**src/rtl/cmd_arbiter.sv**
```systemverilog
// Arbitrates cmd_proc between the UART command stream (buffered in a FIFO) and the
// tour-move sequencer, routes completion back to the issuer and flags response timeouts.
module cmd_arbiter #(
    parameter int FIFO_DEPTH   = 4,
    parameter int RESP_TIMEOUT = 2**20
) (
    input  logic                          clk,
    input  logic                          rst_n,
    input  logic [15:0]                   uart_cmd,
    input  logic                          uart_cmd_rdy,
    output logic                          clr_uart_rdy,
    input  logic [15:0]                   tour_cmd,
    input  logic                          tour_cmd_rdy,
    output logic                          clr_tour_rdy,
    input  logic                          tour_active,
    output logic [15:0]                   cmd,
    output logic                          cmd_rdy,
    input  logic                          clr_cmd_rdy,
    input  logic                          send_resp,
    output logic                          uart_done,
    output logic                          tour_done,
    output logic                          cur_src,
    output logic [$clog2(FIFO_DEPTH):0]   fifo_cnt,
    output logic                          timeout_err,
    input  logic                          err_clr
);

    localparam int PW = $clog2(FIFO_DEPTH);
    localparam int CW = PW + 1;
    localparam int TW = $clog2(RESP_TIMEOUT);
    localparam logic [TW-1:0] T_LAST = TW'(RESP_TIMEOUT - 1);
    localparam logic [CW-1:0] CNT_FULL = CW'(FIFO_DEPTH);

    typedef enum logic [1:0] {IDLE, ISSUE, WAIT_RESP} state_t;

    state_t          state, state_nxt;
    logic [15:0]     mem [FIFO_DEPTH];
    logic [PW-1:0]   wr_ptr, rd_ptr;
    logic [TW-1:0]   timer;
    logic            fifo_full, fifo_push, fifo_pop;
    logic            tour_take, finish, timed_out;

    always_comb begin
        state_nxt = state;
        tour_take = 1'b0;
        fifo_pop  = 1'b0;
        finish    = 1'b0;
        timed_out = 1'b0;
        case (state)
            IDLE: begin
                if (tour_active && tour_cmd_rdy) begin
                    tour_take = 1'b1;
                    state_nxt = ISSUE;
                end else if (!tour_active && fifo_cnt != '0) begin
                    fifo_pop  = 1'b1;
                    state_nxt = ISSUE;
                end
            end
            ISSUE: begin
                if (clr_cmd_rdy) state_nxt = WAIT_RESP;
            end
            WAIT_RESP: begin
                if (send_resp || timer == T_LAST) begin
                    finish    = 1'b1;
                    timed_out = !send_resp;
                    state_nxt = IDLE;
                end
            end
            default: state_nxt = IDLE;
        endcase
    end

    // A full FIFO still takes a word when the head leaves on the same edge.
    assign fifo_full    = (fifo_cnt == CNT_FULL);
    assign fifo_push    = uart_cmd_rdy && (!fifo_full || fifo_pop);
    assign clr_uart_rdy = fifo_push;
    assign clr_tour_rdy = tour_take;
    assign uart_done    = finish && !cur_src;
    assign tour_done    = finish && cur_src;

    always_ff @(posedge clk) begin
        if (rst_n && fifo_push) mem[wr_ptr] <= uart_cmd;
    end

    always_ff @(posedge clk) begin
        if (!rst_n) begin
            state       <= IDLE;
            wr_ptr      <= '0;
            rd_ptr      <= '0;
            fifo_cnt    <= '0;
            cmd         <= 16'h0000;
            cmd_rdy     <= 1'b0;
            cur_src     <= 1'b0;
            timer       <= '0;
            timeout_err <= 1'b0;
        end else begin
            state <= state_nxt;
            if (fifo_push) wr_ptr <= wr_ptr + 1'b1;
            if (fifo_pop)  rd_ptr <= rd_ptr + 1'b1;
            if (fifo_push && !fifo_pop)
                fifo_cnt <= fifo_cnt + 1'b1;
            else if (!fifo_push && fifo_pop)
                fifo_cnt <= fifo_cnt - 1'b1;

            if (tour_take) begin
                cmd     <= tour_cmd;
                cur_src <= 1'b1;
                cmd_rdy <= 1'b1;
            end else if (fifo_pop) begin
                cmd     <= mem[rd_ptr];
                cur_src <= 1'b0;
                cmd_rdy <= 1'b1;
            end else if (state == ISSUE && clr_cmd_rdy) begin
                cmd_rdy <= 1'b0;
            end

            if (state == ISSUE && clr_cmd_rdy)
                timer <= '0;
            else if (state == WAIT_RESP)
                timer <= timer + 1'b1;

            // A timeout raised on the same edge as err_clr must not be lost.
            if (timed_out)
                timeout_err <= 1'b1;
            else if (err_clr)
                timeout_err <= 1'b0;
        end
    end

endmodule

```
**config.mk**
```make
export PLATFORM = sky130hd
export DESIGN_NAME = cmd_arbiter
export DESIGN_NICKNAME = d
export VERILOG_FILES = /design/src/rtl/cmd_arbiter.sv
export SDC_FILE = /design/constraint.sdc
export NUM_CORES = 1
export LEC_CHECK = 0
export BUFFER_PORTS_ARGS = -buffer_cell sky130_fd_sc_hd__buf_2
export CORE_MARGIN = 2
export CORE_UTILIZATION = 50
export DETAILED_ROUTE_END_ITERATION = 10
export GPL_TIMING_DRIVEN = 0
export MAX_ROUTING_LAYER = met4
export PLACE_DENSITY_LB_ADDON = 0.1
export SYNTH_ARGS = -nofsm -noshare
export SYNTH_HDL_FRONTEND = slang
export SYNTH_SLANG_ARGS = --single-unit
```
**constraint.sdc**
```tcl
create_clock -name clk -period 2.4 [get_ports clk]
set_input_delay 0.24 -clock clk [delete_from_list [all_inputs] [get_ports clk]]
set_output_delay 0.24 -clock clk [all_outputs]
set_load 0.02 [all_outputs]
```
==> results of run 1 <==
[sequential cells by signal (all words and copies together) (netlist names), named ones only]
name,cells
cmd,16
mem,64
wr_ptr,2
timeout_err,1
fifo_cnt,3
rd_ptr,2
timer,20
state,2
cmd_rdy,1
cur_src,1
[how the worst max path moves through the flow]
stage,end,cells after the start
after detailed placement,fifo_cnt[2],9
after CTS,fifo_cnt[2],10
final,fifo_cnt[2],10
after global placement,fifo_cnt[2],9
after floorplan,fifo_cnt[2],10
after global routing,fifo_cnt[2],10
[per-stage QoR]
stage               power (uW)  util, %  instance area, sq um  setup WS [ps]  TNS (ps)
floorplan                 3300        -                  4650           17.6         0
global route              6220     64.7                  5890          -40.3     -40.3
CTS                       5930     64.1                  5830          -8.58     -8.58
detailed placement        3670     56.1                  5110           -228    -10330
finish                    5940     64.7                  5890           61.1         0
global placement          3650     56.1                  5110           -186     -9030
[what timing repair did]
item                                    in CTS  in global routing
endpoints found under the setup margin      67                 36
gates resized for setup                      7                 12
pin swaps                                    1                  3
setup buffers                                3                  3
hold buffers                                16                  0
hold endpoints to repair                    64                  0
[per-layer routing]
layer | up-vias | wire [um]
met4 | 0 | 111
met5 | - | 0
met1 | 1538 | 4680
met2 | 82 | 4450
li1 | 1572 | -
met3 | 11 | 448
[area by class of cell]
cell class / count / area (sq um) / area share [%]
inverter: 9 / 36.3 / 0.616
sequential: 114 / 2930 / 49.7
clock buffer: 18 / 418 / 7.09
tap: 111 / 139 / 2.36
clock inverter: 14 / 105 / 1.78
multi-input combinational: 217 / 1630 / 27.7
timing repair buffer: 87 / 531 / 9.01
buffer: 18 / 97.6 / 1.66
[worst min-delay path, cell delays in order]
cell     delay [ps]
buf_2            70
o21ai_0          70
a21oi_1         110
[placed cells by master (no fill, tap or decap), types with 4 or more instances in the layout]
master         netlist  routed
xor2_1               5       5
dfxtp_1             50      46
xnor2_1              9       9
clkbuf_16            0      16
ha_1                 6       4
clkinvlp_4           0       4
inv_1                8       8
nand2_1             14      13
nand3_1             22      21
mux4_2              16      16
nor2_1              12      12
clkbuf_1            14      12
and2_1               5       5
edfxtp_1            64      64
nor2b_1              5       5
inv_6                0       5
or4_1                6       6
or3_2                4       4
buf_4                0       7
o21ai_0             25      25
nand4_1              7       7
buf_2                4      68
nor3_1               4       4
dlygate4sd3_1        0      16
or3_1                5       4
a21oi_1             45      45
[power groups by stage]
stage	Clock, uW	Combinational, uW	Sequential [uW]
5_1_grt	2300	1510	2410
3_3_place_gp	0	1240	2410
2_1_floorplan	0	778	2520
6_report	2180	1380	2380
4_1_cts	2230	1330	2370
3_5_place_dp	0	1260	2410
[synthesized netlist by cell type (all sizes together) (5+ instances only)]
| master | number |
|---|---|
| a21oi | 45 |
| and2 | 5 |
| and3 | 5 |
| buf | 5 |
| clkbuf | 14 |
| dfxtp | 50 |
| edfxtp | 64 |
| ha | 6 |
| inv | 8 |
| mux4 | 16 |
| nand2 | 14 |
| nand3 | 23 |
| nand4 | 7 |
| nor2 | 12 |
| nor2b | 5 |
| nor3 | 5 |
| o21ai | 25 |
| or3 | 9 |
| or4 | 6 |
| xnor2 | 9 |
| xor2 | 5 |
[kinds of logic (layout without fill, tap and decap cells)]
kind of cell,after synthesis,count (layout)
flip-flops,114,114
AND/OR/NAND/NOR,98,98
AO/OA/AOI/OAI,80,80
buffers and inverters,28,146
multiplexers,18,18
XOR/XNOR,14,14
adder cells (fa/ha/maj),7,7
==> results.toml, run 1 <==
[global_routing]
grt_use_met2_pct = 30.7
grt_max_degree = 19
grtUsageTotal_pct = 21.2
overflow = 0
grtUsageMet3_pct = 5.92
use_met1_pct = 29.4
grt_pass1_vias = 3045
grt_pass1_wl_um = 15500
grt_antenna_before_repair = 0
busiest_layer = "met2"

[cells_and_area]
finalNonFillerCells = 588
area_growth_pct = 27.3
fillers = 707
drive_gt1_share_pct = 31.0
diodes = 0
nets = 511

[yosys]
syn_area_sq_um = 4630
synth_fa_ha_area_share_pct = 2.05
synth_top_family_by_area = "simple AND/OR/NAND/NOR gates"
synth_top_area_share_pct = 41.5
yosys.area_share.simple_pct = 12.0
synth.area.top_cells = "edfxtp_1 42%, dfxtp_1 22%, mux4_2 7.8%"
synthMuxAreaShare_pct = 8.25
yosys.area.top_type = "edfxtp_1"
synthArstFlopShare_pct = 0
syn_area_per_cell_sq_um = 12.9
synth_ff_type = "edfxtp_1"
synth_edf_count = 64
yosysWarningCount = 0
synth_xor_xnor_area_share_pct = 2.65
ys_seq_area_share_pct = 63.2
synth_nets = 406
synthCells = 359
synth-seq-cells = 114
synth_compound_area_share_pct = 9.49
synth_cell_types = 41

[worst_hold_path]
hold_path_class = "in2reg"
hold_path_depth = 3
min_to = "cmd[1]"
min-delay-start = "tour_cmd[1]"

[critical_path]
critical_path.most_common_cell = "buf_8"
ff2ff_setup_slack_ps = 60
required_ps = 2840
critical_path_arrival_ps = 2780
reg2reg_depth = 10
timing.critical_path.buf_inv = 3
r2r_start = "fifo_cnt[0]"
crit_type = "reg2reg"
crit_path_start_kind = "flop"
startpoint = "fifo_cnt[0]"
crit_path_max_fanout = 10
setup.worst_path.end_class = "flop"
critPathTopFamily = "simple AND/OR/NAND/NOR gates"
r2r-end = "fifo_cnt[2]"
critPathMaxStageDelay_ps = 390
crit_slowest_cell = "or3_4"
crit_chain = "or3_4 -> buf_8 -> nand2_2 -> buf_8 -> ha_2 -> inv_1 -> fa_2 -> xor2_1 -> or3_1 -> a21boi_2"

[timing]
holdWs_ps = 25.3
period_needed_ps = 2340
post-route-period-util_pct = 97.5
fin_worst_skew_ps = 6.99
drv_slew = 0
worstMarginPinSlew_ps = 845
hold_viol_final = 0
setup_viol = 0
max_freq_ghz = 0.428
slew_headroom_pct = 43.7
rsz0062_at_grt = "yes"

[power_and_ir_drop]
p_int_uw = 4170
swShare_pct = 29.9
leakage_uw = 0.00213
powerDensity_nw_per_um2 = 1010
p_comb_share_pct = 23.2
pwr-share-seq_pct = 40.1
vdd_drop_max_uv = 502
p_sw_uw = 1780
p_clk_share_pct = 36.7

[place]
dpl.cell_count = 535
port_buffers = 65
place_congestion = 0.805
dp_hpwl_um = 6450

[clock_tree]
root_buffer = "clkbuf_8"
cts_tree = "done"
ctsHtreeMaxLevel = 4
cts_num_sinks = 114
clockBufferDepth = 2
clk_latency_ps = 500
cts_buffers = 17
clk_pin_slew_ps = 60

[floorplanning]
pin_count = 66
die_area_sq_um = 10000
initial_utilization_pct = 50.8
fp-row-count = 35
core_area_sq_um = 9110
die_h_um = 100
die_x_um = 100

[route]
ant_nets = 0
drc_errors = 0
first_pass_iters = 4
vias = 3203
routed_wl_um = 9690
drtIter0Drc = 117
wl_per_cell_um = 16.5
via_per_inst = 5.45

[flow_run]
cap_violations = 0

[outcome]
outcome = "complete, no violations"
Note: power is estimated with default switching activity, not from simulation.
==> inputs of run 2 (changes only) <==
==> constraint.sdc (replaced) <==
create_clock -name clk -period 2.4 [get_ports clk]
set_input_delay 0.72 -clock clk [delete_from_list [all_inputs] [get_ports clk]]
set_output_delay 0.72 -clock clk [all_outputs]
set_load 0.02 [all_outputs]
==> run 2 against run 1 <==
Effect of this change: the run now ends with negative setup slack left; fmax shrank 6.8%; register-to-register slack gained 80 ps; die area is the same; clock skew grew 5.2 ps; highest routed layer unchanged.
==> results.toml, run 2 (synthesized netlist as in run 1, its figures left out) <==
[floorplanning]
pin_count = 66
initial_utilization_pct = 50.8
die_x_um = 100
die_h_um = 100
fp-row-count = 35
die_area_sq_um = 10000
core_area_sq_um = 9110

[place]
port_buffers = 65
postPlaceCellArea_sq_um = 5100
dpl.cell_count = 535
dp_hpwl_um = 6500
place_congestion = 0.756
place_ws_ps = -605

[critical_path]
crit_slowest_cell = "nor4_2"
crit_path_start_kind = "flop"
ff2ff_setup_slack_ps = 140
reg2reg_depth = 8
r2r_start = "fifo_cnt[0]"
setup.worst_path.end_class = "primary output"
critPathMaxStageDelay_ps = 360
crit_type = "reg2out"
startpoint = "timer[10]"
r2r-end = "fifo_cnt[2]"
crit_path_max_fanout = 4
critical_path_arrival_ps = 1790
required_ps = 1680
crit_chain = "nand4_1 -> nor4_2 -> a21oi_2 -> nor3_1 -> buf_2"

[global_routing]
grt_max_degree = 18
grt_antenna_before_repair = 0
grtUsageTotal_pct = 21.5
grt_pass1_vias = 3061
overflow = 0
grt_pass1_wl_um = 15500

[timing]
finalSetupTns_ps = -139
post-route-period-util_pct = 105
max_freq_ghz = 0.399
fin_worst_skew_ps = 12.2
hold_viol_final = 0
period_needed_ps = 2510
worstMarginPinSlew_ps = 869
drv_slew = 0
setup_viol = 2
setup_ws_ps = -109
slew_headroom_pct = 42.1
rsz0062_at_grt = "yes"

[clock_tree]
cts_tree = "done"
ctsHtreeMaxLevel = 4
clk_pin_slew_ps = 60
cts_hold_buf = 0
cts_buffers = 17
clockBufferDepth = 2
cts_num_sinks = 114
clk_latency_ps = 510
root_buffer = "clkbuf_8"

[route]
vias = 3137
wl_per_cell_um = 17.2
first_pass_iters = 5
drc_errors = 0
ant_nets = 0
drtIter0Drc = 146
routed_wl_um = 9830
via_per_inst = 5.49

[cells_and_area]
layout_common_cells = "68 x buf_2, 64 x edfxtp_1, 44 x a21oi_1"
finalNonFillerCells = 571
nets = 494
final_cell_area_sq_um = 5790
largest_reg_flops = 64
diodes = 0
multi_input_area_sq_um = 1650
final_common_cell = "buf_2"
reg_top3 = "mem (64), timer (20), cmd (16)"
drive_gt1_share_pct = 32.8
area_growth_pct = 25.1
register_area_sq_um = 2940
regMostFlops = "mem"
fillers = 722

[power_and_ir_drop]
leakage_uw = 0.00209
powerDensity_nw_per_um2 = 1050
vdd_drop_max_uv = 724

[worst_hold_path]
hold_path_class = "in2reg"
hold_path_depth = 1
min_to = "mem[2][2]"
min-delay-start = "uart_cmd[2]"

[outcome]
violations = "negative setup slack"
outcome = "complete, but fails checks"

[flow_run]
cap_violations = 0
[run 2: through the flow]
step / total power, uW / hold WS (ps) / utilization (%)
detailed placement: 3660 / 474 / 56.0
CTS: 6110 / 404 / 63.4
global placement: 3640 / 466 / 56.0
finish: 6060 / 423 / 63.5
floorplan: 3290 / 452 / -
global route: 6350 / 394 / 63.5
[run 2: metal layers]
metal	wire [um]	global-route usage, %
met5	0	-
met4	116	8.54
met3	553	6.55
met2	4510	30.7
met1	4650	28.8
[run 2: worst max path at each step]
stage          cells past startpoint  slack (ps)     endpoint
2_1_floorplan                      8        -300  fifo_cnt[2]
5_1_grt                            5        -230    uart_done
3_3_place_gp                       4        -600    mem[0][7]
6_report                           5        -110    uart_done
4_1_cts                            5        -140    uart_done
3_5_place_dp                       9        -600  fifo_cnt[2]
[run 2: cell type report]
type | instances | area share [%]
Clock buffer | 17 | 7.16
Multi-Input combinational cell | 217 | 28.6
Timing Repair Buffer | 72 | 6.57
Clock inverter | 15 | 2.72
Inverter | 9 | 0.670
Buffer | 16 | 1.15
Tap cell | 111 | 2.40
Sequential cell | 114 | 50.8
[run 2: worst max-delay path, delay by kind of cell, from the launching register on]
| kind | cells | cell delay (ps) |
|---|---|---|
| and+or+nand+nor | 3 | 660 |
| DFF | 1 | 340 |
| buffers and inverters | 1 | 190 |
| AOI/OAI and AO/OA | 1 | 110 |
[run 2: power by group]
part	internal, uW	switching (uW)	leakage (uW)	total, uW
logic	532	746	0.000819	1280
clock network	1490	920	0.000275	2410
registers	2260	115	0.000994	2380
[run 2: what timing repair did]
action                                  CTS  global route
endpoints found under the setup margin   70             3
pin swaps                                 8             2
buffers inserted                          6             1
resized for setup                        21             2
==> inputs of run 3 (changes only) <==
Settings changed: CORE_ASPECT_RATIO set to 0.7, CORE_UTILIZATION 50 to 51.
==> run 3 against run 2 <==
Effect of this change: the flow still finishes with violations (negative setup slack); count of clock-buffer cells in the layout rose by 3; first-iteration DRC count rose by 40%; register-to-register slack got worse by 40 ps; non-clock buffer count rose by 7; via count rose by 2.5%; flip-flop and latch count did not move; clock power rose by 9.1%; sequential power barely moved; final area rose by 2.7%; power rose by 4.5%; fmax rose by 3.7%; worst hold slack improved by 67 ps.
==> results.toml, run 3 (synthesized netlist as in run 1, its figures left out) <==
[place]
port_buffers = 65
place_ws_ps = -622
dp_hpwl_um = 6760
place_congestion = 0.846

[global_routing]
grt_pass1_vias = 3253
grtUsageTotal_pct = 23.4
grt_max_degree = 19
overflow = 0
grt_pass1_wl_um = 16700
grt_antenna_before_repair = 0

[cells_and_area]
largest_reg_flops = 64
nets = 501
drive_gt1_share_pct = 34.9
final_common_cell = "buf_2"
final_util_pct = 66.6
layout_common_cells = "66 x buf_2, 64 x edfxtp_1, 44 x a21oi_1"
regMostFlops = "mem"
reg_top3 = "mem (64), timer (20), cmd (16)"
area_growth_pct = 28.4
diodes = 0

[critical_path]
crit_path_start_kind = "flop"
critical_path_arrival_ps = 1700
crit_type = "reg2out"
r2r-end = "fifo_cnt[2]"
ff2ff_setup_slack_ps = 100
r2r_start = "fifo_cnt[0]"
critPathMaxStageDelay_ps = 360
startpoint = "timer[0]"
crit_slowest_cell = "dfxtp_4"
required_ps = 1680
setup.worst_path.end_class = "primary output"
reg2reg_depth = 8
crit_chain = "ha_4 -> nand4_1 -> nor2_2 -> a21oi_2 -> nor3_1 -> buf_2"
crit_path_max_fanout = 4
cp-endpoint = "uart_done"

[timing]
setup_viol = 1
setup_ws_ps = -18.6
period_needed_ps = 2420
rsz0062_at_grt = "yes"
fin_worst_skew_ps = 9.70
worstMarginPinSlew_ps = 907
slew_headroom_pct = 39.5
hold_viol_final = 0
post-route-period-util_pct = 101
max_freq_ghz = 0.413
drv_slew = 0

[clock_tree]
cts_tree = "done"
ctsHtreeMaxLevel = 4
clk_latency_ps = 410
root_buffer = "clkbuf_16"
clockBufferDepth = 2
cts_buffers = 17
cts_num_sinks = 114
clk_pin_slew_ps = 50

[power_and_ir_drop]
swShare_pct = 27.3
p_comb_share_pct = 20.9
leakage_uw = 0.00218
pwr-share-seq_pct = 37.6
total_power_uw = 6340
vdd_drop_max_uv = 644
p_clk_share_pct = 41.5
p_sw_uw = 1730
p_int_uw = 4610
powerDensity_nw_per_um2 = 1070

[route]
wl_per_cell_um = 17.7
first_pass_iters = 4
routed_wl_um = 10500
vias = 3214
drtIter0Drc = 205
drc_errors = 0
via_per_inst = 5.44
ant_nets = 0

[flow_run]
cap_violations = 0

[floorplanning]
core_area_sq_um = 8930
initial_utilization_pct = 51.9
die_h_um = 83.7
die_area_sq_um = 9860
pin_count = 66
die_x_um = 118
fp-row-count = 29

[outcome]
violations = "negative setup slack"
outcome = "complete, but fails checks"

[worst_hold_path]
hold_path_class = "reg2reg"
## run 3: layer usage
layer | GRT usage, % | routed length, um | share of wire [%]
met4 | 11.5 | 193 | 1.8
met2 | 33.0 | 4720 | 45
met5 | - | 0 | 0
met3 | 6.28 | 571 | 5.5
met1 | 31.6 | 4980 | 48
## run 3: final cells by class
class	instances	area, sq um
fill	674	2980
sequential	114	2940
multi-input combinational	217	1670
clock buffer	20	467
timing repair buffer	79	435
clock inverter	12	160
tap	124	155
buffer	16	68.8
inverter	9	46.3
## run 3: stage by stage
stage,cells,cell area (sq um),hold WS [ps],setup TNS [ps]
3_3_place_gp,548,5120,462,-36040
3_5_place_dp,548,5120,474,-37030
5_1_grt,591,5940,495,-157
6_report,591,5940,490,-18.6
2_1_floorplan,359,4640,452,-398
4_1_cts,587,5880,488,-9.97
## run 3: power by group through the flow
stage | sequential [uW] | combinational [uW] | clock [uW]
floorplan | 2520 | 770 | 0
global placement | 2410 | 1240 | 0
detailed placement | 2420 | 1270 | 0
CTS | 2380 | 1320 | 2670
global route | 2400 | 1430 | 2750
finish | 2380 | 1320 | 2630
## run 3: worst max-delay path, delay by kind of cell, from the launching register on
family                   cells  cell delay (ps)
flip-flops                   1              360
buffers and inverters        1              190
adder cells (fa/ha/maj)      1              150
AND/OR/NAND/NOR              3              520
AO/OA/AOI/OAI                1               80
## run 3: worst min path at each step
stage	cells after the start	end	from
after global placement	1	cmd_rdy	cmd_rdy
after CTS	2	timer[19]	timer[19]
after detailed placement	1	cmd_rdy	cmd_rdy
final	2	timer[13]	timer[13]
after global routing	1	cmd_rdy	cmd_rdy
after floorplan	2	timer[19]	timer[19]
## run 3: timing repair
| item | in CTS | in global routing |
|---|---|---|
| hold buffers | 0 | 0 |
| resized for setup | 23 | 12 |
| buffers inserted | 10 | 4 |
| gates cloned | 0 | 0 |
| pin swaps | 8 | 3 |
| setup endpoints to repair | 71 | 20 |
